File: src/rtl/gray_run_ctrl_pkg.sv
// Shared definitions for the Gray counter run sequencer: FSM encodings and the
// single-bit-change helper used by the step checker.
package gray_run_ctrl_pkg;

  localparam int STATE_W = 2;

  localparam logic [STATE_W-1:0] S_IDLE  = 2'd0;
  localparam logic [STATE_W-1:0] S_CLEAR = 2'd1;
  localparam logic [STATE_W-1:0] S_RUN   = 2'd2;
  localparam logic [STATE_W-1:0] S_DONE  = 2'd3;

  // True when exactly one bit of x is set.
  function automatic logic one_bit_set(input logic [31:0] x);
    return (x != 32'd0) && ((x & (x - 32'd1)) == 32'd0);
  endfunction

endpackage

File: src/rtl/gray_run_ctrl_if.sv
// Host command channel of the Gray run sequencer: valid/ready plus length and clear flag.
interface gray_run_ctrl_if #(
  parameter int LEN_W = 8
);
  logic             cmd_valid;
  logic             cmd_ready;
  logic [LEN_W-1:0] cmd_len;
  logic             cmd_clear;

  modport master (output cmd_valid, output cmd_len, output cmd_clear, input cmd_ready);
  modport slave  (input cmd_valid, input cmd_len, input cmd_clear, output cmd_ready);
endinterface

File: src/rtl/gray_run_ctrl_step_check.sv
// Watches the external Gray counter one cycle after each control action and flags
// any update that is not a clear-to-zero, a single-bit step, or a hold.
module gray_run_ctrl_step_check
  import gray_run_ctrl_pkg::*;
#(
  parameter int WIDTH = 8
) (
  input  logic             clk,
  input  logic             reset,
  input  logic [WIDTH-1:0] gray_count_i,
  input  logic             cnt_enable_i,
  input  logic             cnt_reset_i,
  input  logic             busy_i,
  output logic             step_bad_o
);

  logic [WIDTH-1:0] prev_g_q;
  logic             en_q;
  logic             clr_q;
  logic [WIDTH-1:0] diff;

  always_ff @(posedge clk) begin
    if (reset) begin
      prev_g_q <= '0;
      en_q     <= 1'b0;
      clr_q    <= 1'b0;
    end else begin
      prev_g_q <= gray_count_i;
      en_q     <= cnt_enable_i;
      clr_q    <= cnt_reset_i;
    end
  end

  assign diff = prev_g_q ^ gray_count_i;

  always_comb begin
    step_bad_o = 1'b0;
    if (clr_q) begin
      step_bad_o = (gray_count_i != '0);
    end else if (en_q) begin
      step_bad_o = !one_bit_set(32'(diff));
    end else if (busy_i) begin
      step_bad_o = (diff != '0);
    end
  end

endmodule

File: src/rtl/gray_run_ctrl.sv
// Run sequencer for an external Gray counter: accepts clear+N-step commands, drives
// counter enable/reset with pause and abort, and reports done/aborted/gray_err.
module gray_run_ctrl
  import gray_run_ctrl_pkg::*;
#(
  parameter int WIDTH = 8,
  parameter int LEN_W = 8
) (
  input  logic             clk,
  input  logic             reset,
  gray_run_ctrl_if.slave   cmd_if,
  input  logic             pause_i,
  input  logic             abort_i,
  output logic             cnt_enable_o,
  output logic             cnt_reset_o,
  input  logic [WIDTH-1:0] gray_count_i,
  output logic             busy_o,
  output logic [LEN_W-1:0] steps_o,
  output logic             done_o,
  output logic             aborted_o,
  output logic             gray_err_o
);

  logic [STATE_W-1:0] state_q, state_d;
  logic [LEN_W-1:0]   remaining_q, remaining_d;
  logic [LEN_W-1:0]   steps_q, steps_d;
  logic               cnt_reset_q, cnt_reset_d;
  logic               aborted_q, aborted_d;
  logic               gray_err_q, gray_err_d;
  logic               accept;
  logic               step_bad;

  assign cmd_if.cmd_ready = (state_q == S_IDLE);
  assign accept           = cmd_if.cmd_valid && (state_q == S_IDLE);
  assign cnt_enable_o     = (state_q == S_RUN) && !pause_i && !abort_i;
  // The counter is held clear while the sequencer itself is in reset.
  assign cnt_reset_o      = cnt_reset_q || reset;
  assign busy_o           = (state_q != S_IDLE);
  assign steps_o          = steps_q;
  assign done_o           = (state_q == S_DONE);
  assign aborted_o        = aborted_q;
  assign gray_err_o       = gray_err_q;

  always_comb begin
    state_d     = state_q;
    remaining_d = remaining_q;
    steps_d     = steps_q;
    cnt_reset_d = 1'b0;
    aborted_d   = 1'b0;
    gray_err_d  = gray_err_q || step_bad;
    case (state_q)
      S_IDLE: begin
        if (accept) begin
          remaining_d = cmd_if.cmd_len;
          steps_d     = '0;
          gray_err_d  = 1'b0;
          if (cmd_if.cmd_clear) begin
            state_d     = S_CLEAR;
            cnt_reset_d = 1'b1;
          end else if (cmd_if.cmd_len == '0) begin
            state_d = S_DONE;
          end else begin
            state_d = S_RUN;
          end
        end
      end
      S_CLEAR: begin
        if (abort_i) begin
          state_d   = S_IDLE;
          aborted_d = 1'b1;
        end else if (remaining_q == '0) begin
          state_d = S_DONE;
        end else begin
          state_d = S_RUN;
        end
      end
      S_RUN: begin
        if (abort_i) begin
          state_d   = S_IDLE;
          aborted_d = 1'b1;
        end else if (!pause_i) begin
          remaining_d = remaining_q - LEN_W'(1);
          steps_d     = steps_q + LEN_W'(1);
          if (remaining_q == LEN_W'(1)) begin
            state_d = S_DONE;
          end
        end
      end
      S_DONE:  state_d = S_IDLE;
      default: state_d = S_IDLE;
    endcase
  end

  always_ff @(posedge clk) begin
    if (reset) begin
      state_q     <= S_IDLE;
      remaining_q <= '0;
      steps_q     <= '0;
      cnt_reset_q <= 1'b0;
      aborted_q   <= 1'b0;
      gray_err_q  <= 1'b0;
    end else begin
      state_q     <= state_d;
      remaining_q <= remaining_d;
      steps_q     <= steps_d;
      cnt_reset_q <= cnt_reset_d;
      aborted_q   <= aborted_d;
      gray_err_q  <= gray_err_d;
    end
  end

  gray_run_ctrl_step_check #(
    .WIDTH(WIDTH)
  ) u_step_check (
    .clk          (clk),
    .reset        (reset),
    .gray_count_i (gray_count_i),
    .cnt_enable_i (cnt_enable_o),
    .cnt_reset_i  (cnt_reset_q),
    .busy_i       (busy_o),
    .step_bad_o   (step_bad)
  );

endmodule

File: src/flat_wrapper.sv
// flat-port wrapper written by rule: the top's interface ports become plain ports
module gray_run_ctrl_flat import gray_run_ctrl_pkg::*;
#(
  parameter int WIDTH = 8,
  parameter int LEN_W = 8
)
  (clk, reset, pause_i, abort_i, cnt_enable_o, cnt_reset_o, gray_count_i, busy_o, steps_o, done_o, aborted_o, gray_err_o, cmd_if_cmd_valid, cmd_if_cmd_len, cmd_if_cmd_clear, cmd_if_cmd_ready);
  gray_run_ctrl_if #(.LEN_W(LEN_W)) cmd_if_i ();
  input  logic clk;
  input  logic reset;
  input  logic pause_i;
  input  logic abort_i;
  output logic cnt_enable_o;
  output logic cnt_reset_o;
  input  logic [WIDTH-1:0] gray_count_i;
  output logic busy_o;
  output logic [LEN_W-1:0] steps_o;
  output logic done_o;
  output logic aborted_o;
  output logic gray_err_o;
  input wire logic [$bits(cmd_if_i.cmd_valid)-1:0] cmd_if_cmd_valid;
  input wire logic [$bits(cmd_if_i.cmd_len)-1:0] cmd_if_cmd_len;
  input wire logic [$bits(cmd_if_i.cmd_clear)-1:0] cmd_if_cmd_clear;
  output wire logic [$bits(cmd_if_i.cmd_ready)-1:0] cmd_if_cmd_ready;
  assign cmd_if_i.cmd_valid = cmd_if_cmd_valid;
  assign cmd_if_i.cmd_len = cmd_if_cmd_len;
  assign cmd_if_i.cmd_clear = cmd_if_cmd_clear;
  assign cmd_if_cmd_ready = cmd_if_i.cmd_ready;
  gray_run_ctrl #(.WIDTH(WIDTH), .LEN_W(LEN_W)) u_core (.clk(clk), .reset(reset), .cmd_if(cmd_if_i), .pause_i(pause_i), .abort_i(abort_i), .cnt_enable_o(cnt_enable_o), .cnt_reset_o(cnt_reset_o), .gray_count_i(gray_count_i), .busy_o(busy_o), .steps_o(steps_o), .done_o(done_o), .aborted_o(aborted_o), .gray_err_o(gray_err_o));
endmodule
File: config.mk
export PLATFORM = sky130hd
export DESIGN_NAME = gray_run_ctrl_flat
export DESIGN_NICKNAME = d
export VERILOG_FILES = /design/src/rtl/gray_run_ctrl_pkg.sv /design/src/rtl/gray_run_ctrl_if.sv /design/src/rtl/gray_run_ctrl_step_check.sv /design/src/rtl/gray_run_ctrl.sv /design/src/flat_wrapper.sv
export SDC_FILE = /design/constraint.sdc
export NUM_CORES = 1
export LEC_CHECK = 0
export ABC_AREA = 1
export CORE_ASPECT_RATIO = 0.75
export CORE_MARGIN = 1
export CORE_UTILIZATION = 30
export DETAILED_ROUTE_END_ITERATION = 10
export PLACE_DENSITY_LB_ADDON = 0.12
export SYNTH_ARGS = -nofsm -noshare
export SYNTH_HDL_FRONTEND = slang
export SYNTH_SLANG_ARGS = --single-unit
File: constraint.sdc
create_clock -name clk -period 5.7 [get_ports clk]
set_clock_uncertainty 0.2 [all_clocks]
set_input_delay 0.855 -clock clk [delete_from_list [all_inputs] [get_ports clk]]
set_output_delay 0.855 -clock clk [all_outputs]
set_load 0.02 [all_outputs]
### After elaboration in Yosys (flattened, before gate mapping)

Index checks and enable logic that the tools add are counted.

| storage, ports and cells | value |
|---|---|
| register bits after elaboration | 31 |
| input port bits | 22 |
| output and inout port bits | 15 |
| word-level logic and storage cells | 72 |

| cells by class | value |
|---|---|
| add/subtract/negate cells | 3 |
| equal/unequal tests | 9 |
| multiplexer cells | 24 |
| bitwise gates (word level) | 5 |
| reductions and logical operators | 22 |

Operator list:

| cell | count |
|---|---|
| 2-to-1 mux 8 bit | 6 |
| bitwise AND 8 x 32 -> 32 bit | 1 |
| zero test 32 bit | 1 |
| case mux 8 bit (2 select lines) | 2 |
| zero test 8 bit | 2 |
| nonzero test 8 bit | 2 |
| 2-to-1 mux 2 bit | 6 |
| 2-to-1 mux 1 bit | 9 |
| subtractor 8 x 1 -> 9 bit, second input constant | 1 |
| adder 8 x 1 -> 8 bit, second input constant | 1 |
| equality test 8 x 1 -> 1 bit, second input constant | 1 |
| case mux 2 bit (4 select lines) | 1 |
| subtractor 8 x 1 -> 8 bit, second input constant | 1 |
| XOR 8 bit | 1 |
| inequality test 3 bit, second input constant | 2 |
| equality test 2 bit, second input constant | 2 |
| logical AND 1 bit | 4 |
| inequality test 2 bit, second input constant | 2 |
| AND reduction 4 bit | 1 |
| nonzero test 2 bit | 2 |
| OR reduction 2 bit | 2 |
| zero test 1 bit | 3 |
| NOT 1 bit | 3 |
| AND reduction 3 bit | 1 |
| other kinds (5) | 6 |

### Longest topological paths before layout

| logic depth | value |
|---|---|
| depth in word-level cells | 11 |
| mapped depth | 12 |
| mapped depth without buffers | 12 |

### By module

Synthesis repeated with hierarchy kept, for this count alone.

| unflattened totals | value |
|---|---|
| cells, all modules | 309 |
| area total of the unflattened synthesis | 1,906.8 µm² |

Modules (own cells, without submodules):

| module | times used | cells each | area each (µm²) | seq. area each (µm²) |
|---|---|---|---|---|
| gray_run_ctrl | 1 | 200 | 1,291.2 | 420.4 |
| gray_run_ctrl_step_check | 1 | 109 | 615.6 | 200.2 |

### Least setup slack after synthesis

OpenSTA, ideal clock, no wires.

| path | value |
|---|---|
| path type | in2out |
| from | in reset |
| to | out cnt_reset_o |
| data arrival time | 1.212 ns |
| required time | 4.645 ns |
| slack | 3.433 ns |
| stages on the path | 2 |
| path buffers | 0 |
| cells stage by stage | clkinv_1 -> nand2_1 |

| on the way | value |
|---|---|
| longest elaborated chain between the ends | 1 |

RTL lines:

| what | RTL line | RTL |
|---|---|---|
| start: declaration | flat_wrapper.sv:10 | `input logic reset;` |
| logical OR 1 bit | gray_run_ctrl.sv:37 | `assign cnt_reset_o = cnt_reset_q \|\| reset;` |
| end: declaration | flat_wrapper.sv:14 | `output logic cnt_reset_o;` |

Every way passes these cells.

### Worst setup path in the final report

Same ends and word-level chain as after synthesis.

==> results.txt <==
The total chip power is 701 uW. The source of the worst register-to-register timing path is u_core.state_q[0]. Of all nets on the critical path, the largest fanout is 15. The source of the worst hold timing path is u_core.cnt_reset_q. The data arrival time at the worst-slack endpoint came out at 2.94 ns. The data required time of the critical path is 4.64 ns. From synthesis to final layout, the design area changed by 28.8%.

The number of antenna violations at the first check in global routing came out at 0. The flow ran to the end, and the final reports show no timing, DRC or antenna violations. The highest clock frequency the design can meet came out at 251 MHz.

The power per unit of standard cell area came out at 298 nW/um^2. The die covers 6400 um^2. The number of hold-slack violations in the final timing report is 0. Setup repair after global routing left no endpoint under its margin. The sink count of the clock tree is 31. The floorplan step set the die width to 92.0 um. The critical path launch point is reset. The proportion of synthesized chip area in sequential cells came out at 0.340. The global-route wire length before repair is 7.21 mm. The top flip-flop cell by instance count after synthesis is dfxtp_1. The type of element capturing the critical path is an output pin. Adding up every negative setup slack in the final design gives 0 ns.

The aggregate global routing overflow came out at 0. Registers take 621 um^2. The worst slew margin relative to its limit came out at 0.604.

In the final design database the tool counted 358 nets. The type of the worst setup path is in -> out. The TritonCTS clock tree is done.

STA classifies the critical path startpoint as an input pin. The number of antenna cells inserted is 0. The clock insertion delay at the later pin of the skew report is 0.28 ns.

The initial core utilization came out at 0.313. For this run, the detailed router's first-pass iteration total came to 4. In the final layout, the multi-input gates occupy 1000 um^2.

For this run, the share of the core covered by cells in the final layout is 0.403. The quantity of hold-fixing buffers added after cts came out at 0. The final routed wire length divided by cell count is 10.7 um.

The total half-perimeter wirelength after legalization and detailed placement came out at 3.42 mm. Of the cells placed in the final design, the portion with a size suffix greater than 1 is 0.0545. The CTS H-tree depth came out at 2. For this run, the number of Yosys warnings is 0. The final standard cell area without fillers is 2350 um^2. The worst hold path belongs to the class reg -> reg. The via count normalized by instance count is 4.41. 37 I/O pins were placed.

The routed layout has 1,798 vias. The weighted congestion reported at the end of routability-driven placement came out at 0.826. The netlist uses 27 different library cells. The overall fraction of global-route tracks in use is 0.144. The total CTS buffers came out at 5. The shortest period the worst path allows is 3.99 ns.

The buffers inserted during post-CTS setup optimization came out at 0. The synthesized design contains 31 register bits. The total of endpoints with negative setup slack in the final report is 0. The maximum number of pins on one net before global-route repair came out at 16. VDD sags by at most 106 uV. Gates resized during post-CTS repair numbered 0. The total nets after synthesis is 318. The number of nets with antenna violations after detailed routing is 0. The final critical-path share of the clock period is 0.700. The clock tree buffer depth came out at 2.

The average cell area after synthesis is 6.31 um^2. The quantity of I/O buffers inserted on ports came out at 36. The clock root buffer is clkbuf_8. The violation count after the first detailed-routing iteration is 83.

The clock-pin slew of the registers on the worst-case setup and hold paths is 0.07 ns. The placeable core region is 5830 um^2. The number of global-route vias before repair came out at 1,588. The floorplan has 24 rows. The transition time at the pin with the least slew margin is 0.593 ns.

The cell area that synthesis handed to floorplanning was 1820 um^2. After filler insertion, the fill cell instance count of the layout stands at 648. The cell count after synthesis came out at 289. The number of violations of the max-capacitance limit came out at 0. The wire length after detailed routing is 4.38 mm. The vertical die dimension came out at 69.5 um. The number of max-slew violations in the final report came out at 0. For this run, design rule violations remaining after detail routing come to 0. The leakage power figure is 1.06 nW. The total cell area at the placement stage came out at 2270 um^2. The number of enable flip-flop cells after synthesis is 0. The async set-reset flop share out of synthesis is 0.
power breakdown:
| part | internal [mW] | total [mW] | switching, mW |
|---|---|---|---|
| Combinational | 0.0989 | 0.265 | 0.166 |
| Sequential | 0.246 | 0.267 | 0.0211 |
| Clock | 0.0856 | 0.169 | 0.0832 |
placed cells by master (no fill, tap or decap), drive strengths merged, types with 3 or more instances in the layout:
master | synthesis | routed
clkbuf | 1 | 7
o22ai | 3 | 3
nand2 | 91 | 91
ha | 7 | 7
inv | 49 | 49
clkdlybuf4s50 | 0 | 36
a21oi | 11 | 11
nor2 | 35 | 35
nand3 | 16 | 16
dfxtp | 31 | 31
nand4 | 3 | 3
o21ai | 24 | 24
nor3 | 8 | 8
routing by layer:
metal,GRT usage,vias to the layer above,wire (um)
li1,-,982,-
met1,0.218,775,2530
met2,0.193,37,1570
met3,0.0373,4,245
met4,0.0521,0,47
met5,0,-,0
flip-flops by register name, indices dropped and copies added (netlist names):
register	cells
u_core.cnt_reset_q	1
u_core.steps_o	8
u_core.u_step_check.en_q	1
u_core.aborted_o	1
u_core.u_step_check.prev_g_q	8
u_core.u_step_check.clr_q	1
u_core.state_q	2
u_core.gray_err_o	1
u_core.remaining_q	8
metrics by stage:
step,worst slack [ns],hold slack [ns],instances
2_1_floorplan,3.43,0.210,289
3_3_place_gp,1.74,0.247,400
3_5_place_dp,1.69,0.238,400
4_1_cts,1.69,0.249,408
5_1_grt,1.57,0.286,408
6_report,1.71,0.251,408
final timing paths:
check	endpoint	slack (ns)	cells after the start
worst max-delay path	cnt_reset_o	1.71	4
worst min register to register	u_core.u_step_check.clr_q	0.25	2
worst max register to register	u_core.steps_o[6]	3.25	11
worst min-delay path	u_core.u_step_check.clr_q	0.25	2
cells by family after synthesis:
kind of cell	count (synthesis)	synth area share
AND/OR/NAND/NOR	153	0.365
buffers and inverters	53	0.110
AO/OA/AOI/OAI	44	0.131
flip-flops	31	0.340
adder cells (fa/ha/maj)	7	0.0480
XOR/XNOR	1	0.00481
synth_stat cells (2+ instances only):
| library cell | number | area share |
|---|---|---|
| inv_1 | 46 | 0.095 |
| nand2_2 | 3 | 0.010 |
| buf_2 | 2 | 0.0055 |
| nand2_1 | 88 | 0.18 |
| a21oi_1 | 11 | 0.030 |
| nor2_1 | 34 | 0.070 |
| inv_2 | 3 | 0.0062 |
| dfxtp_1 | 31 | 0.34 |
| o21a_1 | 2 | 0.0082 |
| nor3_2 | 3 | 0.016 |
| nor3_1 | 4 | 0.011 |
| o22ai_1 | 3 | 0.010 |
| o21ai_0 | 23 | 0.063 |
| ha_1 | 7 | 0.048 |
| nand4_1 | 3 | 0.010 |
| nand3_1 | 15 | 0.041 |
worst max-delay path, stage by stage:
cell             delay [ns]
clkdlybuf4s50_1        0.85
clkinv_1               0.43
nand2_1                0.19
clkdlybuf4s50_1        0.62
layout make-up:
class | instances | area share
tap | 78 | 0.0416
multi-input combinational | 205 | 0.426
timing repair buffer | 36 | 0.153
inverter | 50 | 0.0799
clock inverter | 1 | 0.00213
clock buffer | 7 | 0.0325
sequential | 31 | 0.264
Note: power is estimated with default switching activity, not from simulation.
